$ cat config.mk
export PLATFORM = sky130hd
export DESIGN_NAME = fifo_pkt_reader
export DESIGN_NICKNAME = d
export VERILOG_FILES = /design/src/rtl/fifo_pkt_reader.sv
export SDC_FILE = /design/constraint.sdc
export NUM_CORES = 1
export LEC_CHECK = 0
export BUFFER_PORTS_ARGS = -buffer_cell sky130_fd_sc_hd__buf_2
export CAP_MARGIN = 0
export CORE_ASPECT_RATIO = 0.75
export CORE_MARGIN = 10
export CORE_UTILIZATION = 24
export DETAILED_ROUTE_END_ITERATION = 6
export PLACE_DENSITY = 0.43
export SETUP_SLACK_MARGIN = 0.1
export SYNTH_ARGS = -nofsm -noshare
export SYNTH_HDL_FRONTEND = slang
export SYNTH_SLANG_ARGS = --single-unit
$ cat constraint.sdc
create_clock -name clk -period 2.6 [get_ports clk]
set_input_delay 0.13 -clock clk [delete_from_list [all_inputs] [get_ports clk]]
set_output_delay 0.13 -clock clk [all_outputs]
set_load 0.1 [all_outputs]
$ cat src/rtl/fifo_pkt_reader.sv
// -----------------------------------------------------------------------------
// fifo_pkt_reader
//
// Read-side controller for the router packet FIFO, living in the FIFO read
// clock domain. While the FIFO is non-empty it walks the head entry byte by
// byte through raddr_in, presents each byte on a valid/ready stream with
// sop/eop framing, and pops the entry with a single rinc pulse once the last
// byte has been accepted downstream.
//
// Byte 0 of an entry is the header: length in [PTR_IN_SZ-1:0], destination
// in [UWIDTH-1:PTR_IN_SZ]. A length beyond WIDTH-1 is clamped to WIDTH-1 and
// raises the sticky len_err flag.
//
// Optional build macro: PKT_RD_CNT_EN adds a 16-bit wrapping pkt_cnt output
// that counts popped entries.
//
// Ports:
//   clk        clock (FIFO read clock)
//   rst        asynchronous reset, active-low
//   rempty     FIFO empty flag
//   rdata      FIFO byte at [head entry][raddr_in], combinational
//   raddr_in   byte index into the head entry
//   rinc       pop the head entry (one-cycle pulse)
//   out_data   stream byte (registered)
//   out_valid  stream byte valid
//   out_ready  downstream accepts the byte
//   out_sop    first byte of packet (header)
//   out_eop    last byte of packet
//   out_dest   destination field of the current header
//   pkt_cnt    popped-entry counter (PKT_RD_CNT_EN only)
//   len_err    sticky: a header length exceeded WIDTH-1
// -----------------------------------------------------------------------------
module fifo_pkt_reader #(
  parameter int WIDTH     = 11,
  parameter int UWIDTH    = 8,
  parameter int PTR_IN_SZ = 4
) (
  input  logic                        clk,
  input  logic                        rst,
  input  logic                        rempty,
  input  logic [UWIDTH-1:0]           rdata,
  output logic [PTR_IN_SZ-1:0]        raddr_in,
  output logic                        rinc,
  output logic [UWIDTH-1:0]           out_data,
  output logic                        out_valid,
  input  logic                        out_ready,
  output logic                        out_sop,
  output logic                        out_eop,
  output logic [UWIDTH-PTR_IN_SZ-1:0] out_dest,
`ifdef PKT_RD_CNT_EN
  output logic [15:0]                 pkt_cnt,
`endif
  output logic                        len_err
);

  localparam logic [PTR_IN_SZ-1:0] MAX_IDX = PTR_IN_SZ'(WIDTH - 1);

  typedef enum logic [1:0] {
    IDLE  = 2'd0,
    FETCH = 2'd1,
    SEND  = 2'd2,
    POP   = 2'd3
  } state_t;

  state_t                 state;
  state_t                 state_nxt;
  logic [PTR_IN_SZ-1:0]   idx;
  logic [PTR_IN_SZ-1:0]   leff;

  logic                   hdr_first;
  logic [PTR_IN_SZ-1:0]   hdr_len;
  logic [PTR_IN_SZ-1:0]   leff_cur;

  // Clamp a header length to the last valid byte index of an entry.
  function automatic logic [PTR_IN_SZ-1:0] sat_len(input logic [PTR_IN_SZ-1:0] len);
    return (len > MAX_IDX) ? MAX_IDX : len;
  endfunction

  // While fetching the header the stored length is stale, so the eop compare
  // has to use the length being decoded from rdata in the same cycle.
  assign hdr_first = (idx == '0);
  assign hdr_len   = rdata[PTR_IN_SZ-1:0];
  assign leff_cur  = hdr_first ? sat_len(hdr_len) : leff;

  assign raddr_in  = idx;
  assign rinc      = (state == POP);

  always_comb begin
    state_nxt = state;
    case (state)
      IDLE:    if (!rempty) state_nxt = FETCH;
      FETCH:   state_nxt = SEND;
      SEND:    if (out_ready) state_nxt = out_eop ? POP : FETCH;
      POP:     state_nxt = IDLE;
      default: state_nxt = IDLE;
    endcase
  end

  always_ff @(posedge clk or negedge rst) begin
    if (!rst) state <= IDLE;
    else      state <= state_nxt;
  end

  always_ff @(posedge clk or negedge rst) begin
    if (!rst) begin
      idx       <= '0;
      leff      <= '0;
      out_data  <= '0;
      out_valid <= 1'b0;
      out_sop   <= 1'b0;
      out_eop   <= 1'b0;
      out_dest  <= '0;
      len_err   <= 1'b0;
    end else begin
      case (state)
        IDLE: idx <= '0;
        FETCH: begin
          out_data  <= rdata;
          out_valid <= 1'b1;
          out_sop   <= hdr_first;
          out_eop   <= (idx == leff_cur);
          if (hdr_first) begin
            leff     <= leff_cur;
            out_dest <= rdata[UWIDTH-1:PTR_IN_SZ];
            if (hdr_len > MAX_IDX) len_err <= 1'b1;
          end
        end
        SEND: begin
          // Byte stays presented, untouched, until the consumer takes it.
          if (out_ready) begin
            out_valid <= 1'b0;
            if (!out_eop) idx <= idx + PTR_IN_SZ'(1);
          end
        end
        POP: idx <= '0;
        default: idx <= '0;
      endcase
    end
  end

`ifdef PKT_RD_CNT_EN
  always_ff @(posedge clk or negedge rst) begin
    if (!rst)              pkt_cnt <= 16'd0;
    else if (state == POP) pkt_cnt <= pkt_cnt + 16'd1;
  end
`endif

endmodule

Yosys cells after proc, flatten, opt, wreduce, memory -nomap -nowiden
Index checks and enable logic that the tools add are counted.

Logic and storage cells: 39. Bits in registers: 26. Bits of input ports: 12.

Add/sub/neg operators: 1. Magnitude comparators: 1. Muxes and demuxes: 11. Reductions and logical operators: 10. Equal/unequal tests: 7.

Operators by type and width (number): 4-bit 2-to-1 mux (4); 2-bit case mux with 4 select lines (1); 4-bit case mux with 2 select lines (1); 2-bit 2-to-1 mux (3); 2-bit != test, second input constant (3); 2-bit AND reduction (3); 3-bit AND reduction (2); 4-bit by 1-bit adder with 4-bit output, second input constant (1); 2-bit == test, second input constant (2); 4-bit == test (1); 4-bit > comparator, second input constant (1); 4-bit logical NOT (1); 2-bit nonzero test (2); 2-bit by 1-bit == test with 1-bit output, second input constant (1); 2-bit logical NOT (1); 1-bit case mux with 2 select lines (1); 2-bit OR reduction (1); 1-bit 2-to-1 mux (1).

Depth between registers and ports, before layout
Gate-level depths: netlist (run 1).

Word-level depth: 4. Mapped depth: 8. Depth with buffers taken out: 6.

Worst setup path after synthesis (run 1)
Ideal clock, no wire load.

Path type: flip-flop to flip-flop. From: register idx[0], in the netlist raddr_in[0]. To: register out_dest[1]. Arrival: 2.367 ns. Stages on the path, launching flop included: 8. Library setup time: 0.126 ns. Buffers on the path: 2. Required time: 2.474 ns. Path slack: 0.107 ns. Path through: dfrtp_1 > clkbuf_1 > inv_1 > ha_1 > nor3b_4 > nand2_1 > buf_2 > mux2_2.

Longest elaborated chain between the ends: 2.

Ends and longest elaborated chain: from (decl) (line 67) `logic [PTR_IN_SZ-1:0] idx;`; from (signal assigned) (line 132) `if (!out_eop) idx <= idx + PTR_IN_SZ'(1);`; 4-bit logical NOT (line 81) `assign hdr_first = (idx == '0);`; 2-bit AND reduction (no line); to (signal assigned) (line 124) `out_dest <= rdata[UWIDTH-1:PTR_IN_SZ];`; to (decl) (line 49) `output logic [UWIDTH-PTR_IN_SZ-1:0] out_dest,`.

Every way passes these cells. A chain may end at the register's enable or synchronous reset.

Final worst setup path (run 1)
From: register idx[0], in the netlist raddr_in[0]. To: register out_dest[3].

The elaborated chain is that of the path after synthesis.

==> results.yml, run 1 <==
synthesis:
  avgSynthCellArea_sq_um: 11.22
  synth_compound_area_share_pct: 14.27
  synth_common_cells: "26 x dfrtp_1, 13 x mux2_2, 13 x nand2_1"
  synth_edf_count: 0
  synthMuxAreaShare_pct: 13.33
  async_flop_share_pct: 100.0
  synth_area_sq_um: 1324
  synthAdderAreaFrac_pct: 6.616
  synthesis.nets: 137
  yosysTopAreaCell: "dfrtp_1"
  netlist_instances: 118
  yosysWarnings: 0
  ys.flop_type: "dfrtp_1"
  synth_top_family_by_area: "compound AO/OA/AOI/OAI gates"
  yosys-top-cells-area: "dfrtp_1 49%, mux2_2 11%, ha_1 6.6%"
  ys_ff_latch: 26
  synth_xor_area_share_pct: 1.323
  synth_top_area_share_pct: 49.15
  yosysSeqAreaShare_pct: 49.15
  synthSimpleGateAreaFrac_pct: 10.68
  yosysMostFrequentCell: "dfrtp_1"
  synth_cell_types: 30
floorplanning:
  initial_core_util_pct: 24.73
  die_area_sq_um: 8917
  ioPinCount: 33
  std_cell_rows: 23
  die_w_microns: 105.8
  core-area_sq_um: 5353
  fp.dieH_microns: 84.32
clock_network:
  clockBufferDepth: 2
  cts-resized-gates: 0
  cts_tree: "yes"
  cts_sinks: 26
  holdBufCountCts: 1
  numCtsBuffers: 3
  cts-root-buf: "clkbuf_8"
  clk_pin_slew_ns: 0.09
  post_cts_buffers: 0
  htreeDepth: 1
  clk_latency_ns: 0.27
setup_path:
  crit_path_start_kind: "flip-flop"
  crit_fanout: 12
  crit_required_ns: 2.76
  arrival_ns: 2.10
  cp-end-kind: "flip-flop"
  worst-setup-path-type: "flip-flop to flip-flop"
drt:
  first_pass_iters: 2
  wl_met3_microns: 157
  wl_mm: 3.249
  ant_nets: 0
  dr_wl_met2_mm: 1.401
  wl_per_cell_microns: 14.38
  wl_met1_mm: 1.655
  drc: 0
  drt_first_iter_violations: 26
  avgViaCountPerCell: 4.270
  num_vias: 965
  highest_layer: "met4"
sta:
  hold_slack_ns: 0.1034
  worst_slew_pin_slew_ns: 0.5989
  rsz0062_at_grt: "false"
  drv_slew: 0
  fin_crit_sh_pct: 74.49
  slew_headroom_pct: 60.07
  finalSetupViolations: 0
  hold_violations: 0
  fin_setup_tns_ns: 0
  fin_worst_skew_ns: 0.002797
  fmaxAchievable_mhz: 516.3
  min_period_ns: 1.937
  fin_ws_ns: 0.6632
grt:
  grt_pass1_wl_mm: 5.471
  grt_pass1_vias: 1026
  grt_max_degree: 27
  grt_use_total_pct: 7.443
  globalRouteOverflowTotal: 0
  antenna_found_initial: 0
placement:
  dp_slack_ns: 0.6622
  port_buffers: 32
  dp_hpwl_mm: 2.503
  globalplace.congestion: 0.8145
run:
  maxCapViolations: 0
min_path:
  hp-class: "input pin to flip-flop"
layout:
  antenna_cells: 0
  final_nets: 171
  drive_above_1_share_pct: 34.44
  area.growth.synth_to_final_pct: 23.82
status:
  status: "completed"
## cell usage in the layout (no fill, tap or decap), types with 2 or more instances in the layout
master | Yosys | final
mux2_2 | 13 | 13
o32a_1 | 2 | 2
a32o_1 | 2 | 2
inv_1 | 9 | 9
dfrtp_1 | 26 | 26
o21ai_0 | 10 | 10
nand2b_1 | 6 | 6
mux2i_1 | 3 | 3
nand2_1 | 13 | 13
clkbuf_8 | 0 | 3
nand4_1 | 2 | 2
ha_1 | 7 | 7
buf_2 | 1 | 32
a21oi_1 | 5 | 5
## cell type report
type	instances	area, sq um
clock inverters	1	30.03
inverters	9	33.78
clock buffers	3	41.29
multi-input cells	78	611.8
fillers	581	3714
well taps	75	93.84
repair buffers	34	177.7
flip-flops and latches	26	650.6
## cell families (layout without fill, tap and decap cells)
group,after synthesis,in the layout
XOR/XNOR,2,2
multiplexers,16,16
adder cells (fa/ha/maj),7,7
AO/OA/AOI/OAI,27,27
flip-flops,26,26
AND/OR/NAND/NOR,26,26
buffers and inverters,14,47
## stage by stage
step | util (%) | area, sq um | cells
3_3_place_gp | 29.10 | 1558 | 221
5_1_grt | 30.62 | 1639 | 226
6_report | 30.62 | 1639 | 226
3_5_place_dp | 29.10 | 1558 | 221
4_1_cts | 30.62 | 1639 | 226
2_1_floorplan | - | 1324 | 118
## flip-flops by register name, indices dropped and copies added (netlist names)
name / flops
out_dest: 4
out_valid: 1
out_eop: 1
out_sop: 1
state: 2
leff: 4
len_err: 1
raddr_in: 4
out_data: 8
## metal layers
layer	GRT usage, %	vias up
li1	-	479
met1	9.938	461
met2	10.99	23
met3	2.595	2
met4	2.209	0
met5	0	-
## final timing paths
path,from,to,slack (ns),depth (start not counted)
max in group asynchronous,rst,out_eop$_DFFE_PN0P_,1.81,2
max reg2reg,raddr_in[0]$_DFFE_PN0P_,out_dest[3]$_DFFE_PN0P_,0.66,5
max,raddr_in[0]$_DFFE_PN0P_,out_dest[3]$_DFFE_PN0P_,0.66,5
min in group asynchronous,rst,raddr_in[0]$_DFFE_PN0P_,0.39,2
min reg2reg,out_data[6]$_DFFE_PN0P_,out_data[6]$_DFFE_PN0P_,0.51,1
min,rdata[5],out_data[5]$_DFFE_PN0P_,0.10,2
## critical path, cell delays in order (launching register included)
cell and delay (ns):
dfrtp_1 0.48, inv_1 0.13, ha_1 0.20, nor3b_4 0.32
nand2_1 0.33, mux2_2 0.37
Power of run 1 is not shown: default switching activity piles up to over one toggle a cycle in this logic, so the estimate is an artifact.
==> run 2, diff against run 1 <==
PLACE_DENSITY = 0.45   (was 0.43)
clock period = 1.6 ns   (was 2.6 ns; I/O delays follow)
==> run 2 against run 1 <==
The flow now finishes with violations (negative setup slack). First-iteration DRC count is 50% higher. Critical path depth rose by 2. Maximum frequency rose by 18%. Register-to-register slack lost 0.70 ns. Sequential share of layout area fell by 3.5 points. Cell area rose by 12%. Clock skew grew 0.0017 ns. Global-route usage increased by 0.55 points. Worst hold slack worse by 0.060 ns. Count of clock-buffer cells in the layout unchanged.
==> results.yml, run 2 (synthesis results as in run 1) <==
drt:
  ant_nets: 0
  first_pass_iters: 4
  wl_mm: 3.548
  drt_first_iter_violations: 39
  wl_per_cell_microns: 14.60
  drc: 0
  num_vias: 1071
  avgViaCountPerCell: 4.407
grt:
  grt_pass1_vias: 1166
  grt_use_total_pct: 7.994
  antenna_found_initial: 0
  grt_pass1_wl_mm: 5.802
  globalRouteOverflowTotal: 0
  grt_max_degree: 27
setup_path:
  reg2reg_from: "raddr_in[1]$_DFFE_PN0P_"
  worst-setup-path-type: "flip-flop to flip-flop"
  crit_fanout: 4
  path_cells: "inv_4 > ha_4 > nor3b_4 > buf_4 > o21ai_0 > a31oi_1 > o32ai_2"
  slowest_stage: "dfrtp_4"
  max_stage_delay_ns: 0.50
  r2r_end: "out_eop$_DFFE_PN0P_"
  endpoint: "out_eop$_DFFE_PN0P_"
  crit_path_start_kind: "flip-flop"
  cp-end-kind: "flip-flop"
  crit_required_ns: 1.76
  startpoint: "raddr_in[1]$_DFFE_PN0P_"
  arrival_ns: 1.80
  r2r_slack_ns: -0.04
  ff2ff_path_depth: 7
floorplanning:
  core-area_sq_um: 5353
  std_cell_rows: 23
  die_w_microns: 105.8
  initial_core_util_pct: 24.73
  ioPinCount: 33
  die_area_sq_um: 8917
  fp.dieH_microns: 84.32
sta:
  rsz0062_at_grt: "true"
  fin_setup_tns_ns: -0.03920
  worst_slew_pin_slew_ns: 0.6009
  fmaxAchievable_mhz: 610.1
  fin_crit_sh_pct: 102.5
  hold_violations: 0
  fin_ws_ns: -0.03920
  min_period_ns: 1.639
  slew_headroom_pct: 59.94
  finalSetupViolations: 1
  hold_slack_ns: 0.04364
  fin_worst_skew_ns: 0.004525
  drv_slew: 0
layout:
  multiInputGateArea_sq_um: 648.1
  stdcell_count: 243
  area.growth.synth_to_final_pct: 38.18
  fin_area_sq_um: 1829
  regMostFlops: "out_data"
  largest_reg_flops: 8
  drive_above_1_share_pct: 49.40
  fillers: 577
  final_nets: 188
  seq_area_sq_um: 661.9
  antenna_cells: 0
  final_common_cell: "buf_2"
  final_cell_mix: "31 x buf_2, 21 x dfrtp_1, 16 x buf_4, 13 x nand2_1, 13 x mux2_2"
clock_network:
  clk_pin_slew_ns: 0.09
  clockBufferDepth: 2
  cts_sinks: 26
  clk_latency_ns: 0.27
  htreeDepth: 1
  cts_tree: "yes"
  cts-root-buf: "clkbuf_8"
  numCtsBuffers: 3
placement:
  dp_cells: 230
  port_buffers: 32
  globalplace.congestion: 0.7901
  place_area_sq_um: 1652
  dp_hpwl_mm: 2.646
status:
  status: "finished with violations"
  violations: "negative setup slack"
run:
  maxCapViolations: 0
min_path:
  hp-class: "input pin to flip-flop"
  worstHoldPathCells: 2
run 2: changes by cell type in the layout (fill, tap and decap cells not counted), sizes merged:
cell / previous run / this run
buf: 33 / 49
clkbuf: 3 / 4
run 2: per-layer routing:
layer  wire length [microns]  part of all wire, %  up-vias  global-route usage [%]
met5                       0                    0        -                       0
met4                      38                  1.1        0                   2.577
li1                        -                    -      516                       -
met1                    1625                   46      534                   9.806
met3                     193                  5.4        2                   2.748
met2                    1691                   48       19                   12.84
run 2: critical path, delay by kind of cell, from the launching register on:
family | cells | cell delay [ns]
DFF | 1 | 0.50
AOI/OAI and AO/OA | 3 | 0.40
and+or+nand+nor | 1 | 0.26
buffers and inverters | 2 | 0.25
adders and majority gates | 1 | 0.12
run 2: repair_timing:
action,CTS,global route
hold buffers,1,0
setup endpoints to repair,16,21
pin swaps,4,3
setup buffers,5,3
endpoints found under the hold margin,26,0
gates resized for setup,5,8
run 2: final cells by class:
type                    count  area share (%)
clock buffers               3           2.257
clock inverters             1           1.642
inverters                   9           2.120
multi-input cells          78           35.43
flip-flops and latches     26           36.18
well taps                  75           5.130
repair buffers             51           17.24
run 2: worst min path at each step:
stage	slack [ns]	end	from
final	0.04	out_data[7]$_DFFE_PN0P_	rdata[7]
after global routing	0.04	out_data[7]$_DFFE_PN0P_	rdata[7]
after CTS	0.04	out_dest[3]$_DFFE_PN0P_	rdata[7]
after detailed placement	0.14	raddr_in[0]$_DFFE_PN0P_	rst
after global placement	0.13	raddr_in[2]$_DFFE_PN0P_	rst
after floorplan	-0.22	leff[0]$_DFFE_PN0P_	rst
run 2: metrics by stage:
step,utilization [%],setup WS (ns)
floorplan,-,-0.3403
global placement,30.86,-0.009908
detailed placement,30.86,-0.06279
CTS,33.33,-0.03649
global route,34.17,-0.1110
finish,34.17,-0.03920
Power of run 2 is left out for the same reason.
==> run 3, diff against run 2 <==
RECOVER_POWER = 25   (was unset)
SKIP_LAST_GASP = 1   (was unset)
==> run 3 against run 2 <==
The run still ends with negative setup slack left. Wire length decreased by 0.14%. Final cell count stayed put. Register-to-register slack is essentially flat. Maximum frequency barely moved. Clock skew barely moved. Utilization hardly changed. Worst hold slack is essentially flat. Die area unchanged. Sequential share of layout area barely moved. Critical path type unchanged.
==> results.yml, run 3 (synthesis results as in run 1) <==
drt:
  drt_first_iter_violations: 39
  wl_per_cell_microns: 14.58
  avgViaCountPerCell: 4.407
  drc: 0
  wl_mm: 3.543
  ant_nets: 0
  num_vias: 1071
  first_pass_iters: 4
floorplanning:
  die_w_microns: 105.8
  die_area_sq_um: 8917
  std_cell_rows: 23
  initial_core_util_pct: 24.73
  core-area_sq_um: 5353
  ioPinCount: 33
  fp.dieH_microns: 84.32
setup_path:
  ff2ff_path_depth: 7
  slowest_stage: "dfrtp_4"
  crit_fanout: 4
  reg2reg_from: "raddr_in[1]$_DFFE_PN0P_"
  worst-setup-path-type: "flip-flop to flip-flop"
  crit_path_start_kind: "flip-flop"
  startpoint: "raddr_in[1]$_DFFE_PN0P_"
  cp-end-kind: "flip-flop"
  crit_required_ns: 1.76
  max_stage_delay_ns: 0.50
  path_cells: "inv_4 > ha_4 > nor3b_4 > buf_4 > o21ai_0 > a31oi_1 > o32ai_2"
  arrival_ns: 1.80
sta:
  slew_headroom_pct: 55.35
  worst_slew_pin_slew_ns: 0.6697
  rsz0062_at_grt: "true"
  drv_slew: 0
  fin_worst_skew_ns: 0.004652
  fmaxAchievable_mhz: 610.2
  fin_crit_sh_pct: 102.4
  min_period_ns: 1.639
  hold_violations: 0
  fin_ws_ns: -0.03887
  finalSetupViolations: 1
min_path:
  min_from: "rdata[7]"
  hp-class: "input pin to flip-flop"
  worstHoldPathCells: 2
clock_network:
  cts_tree: "yes"
  clockBufferDepth: 2
  numCtsBuffers: 3
  clk_latency_ns: 0.27
  cts_sinks: 26
  htreeDepth: 1
  clk_pin_slew_ns: 0.09
  cts-root-buf: "clkbuf_8"
placement:
  dp_hpwl_mm: 2.646
  place_area_sq_um: 1652
  port_buffers: 32
  globalplace.congestion: 0.7901
status:
  violations: "negative setup slack"
  status: "finished with violations"
grt:
  antenna_found_initial: 0
  grt_use_total_pct: 7.994
  grt_pass1_wl_mm: 5.802
  grt_max_degree: 27
  globalRouteOverflowTotal: 0
  grt_pass1_vias: 1166
layout:
  drive_above_1_share_pct: 49.40
  fin_area_sq_um: 1827
  final_common_cell: "buf_2"
  largest_reg_flops: 8
  regMostFlops: "out_data"
  fin_util_pct: 34.13
  antenna_cells: 0
  area.growth.synth_to_final_pct: 38.00
  final_nets: 188
  final_cell_mix: "31 x buf_2, 21 x dfrtp_1, 16 x buf_4, 13 x nand2_1, 13 x mux2_2"
run:
  maxCapViolations: 0
==> run 3: cell counts in the layout (fill, tap and decap cells not counted) <==
No cell type changed its count.
==> run 3: path summary, 6_finish.rpt <==
check	end	slack, ns
worst min register to register	len_err$_DFFE_PN0P_	0.49
worst min-delay path	out_data[7]$_DFFE_PN0P_	0.04
worst max-delay path	out_eop$_DFFE_PN0P_	-0.04
min in group asynchronous	raddr_in[2]$_DFFE_PN0P_	0.36
max in group asynchronous	raddr_in[1]$_DFFE_PN0P_	0.73
worst max register to register	out_eop$_DFFE_PN0P_	-0.04
==> run 3: worst max-delay path, delay by kind of cell, from the launching register on <==
kind                       cells  cell delay, ns
DFF                            1            0.50
AOI/OAI and AO/OA              3            0.40
adders and majority gates      1            0.12
buffers and inverters          2            0.25
and+or+nand+nor                1            0.26
==> run 3: stage by stage <==
stage / hold slack (ns) / instances / setup WS, ns / setup TNS, ns
4_1_cts: 0.03791 / 240 / -0.03649 / -0.03649
6_report: 0.04356 / 243 / -0.03887 / -0.03887
2_1_floorplan: -0.2156 / 118 / -0.3403 / -2.434
3_3_place_gp: 0.1295 / 230 / -0.009908 / -0.009908
5_1_grt: 0.04455 / 243 / -0.1110 / -0.4385
3_5_place_dp: 0.1411 / 230 / -0.06279 / -0.1228
==> run 3: cell type report <==
type | count | area [sq um]
inverters | 9 | 38.79
well taps | 75 | 93.84
clock buffers | 3 | 41.29
fillers | 579 | 3526
repair buffers | 51 | 312.8
flip-flops and latches | 26 | 661.9
clock inverters | 1 | 30.03
multi-input cells | 78 | 648.1
==> run 3: repair_timing <==
item / 4_1_cts / 5_1_grt
pin swaps: 4 / 3
setup endpoints to repair: 16 / 21
endpoints found under the hold margin: 26 / 0
buffers inserted: 5 / 3
hold buffers: 1 / 0
gates resized for setup: 5 / 7
==> run 3: routing by layer <==
metal | global-route usage, % | vias to the layer above | wire, microns
met5 | 0 | - | 0
met4 | 2.577 | 0 | 38
met3 | 2.748 | 2 | 193
met2 | 12.84 | 19 | 1692
met1 | 9.806 | 534 | 1619
li1 | - | 516 | -
Power of run 3 is left out for the same reason.
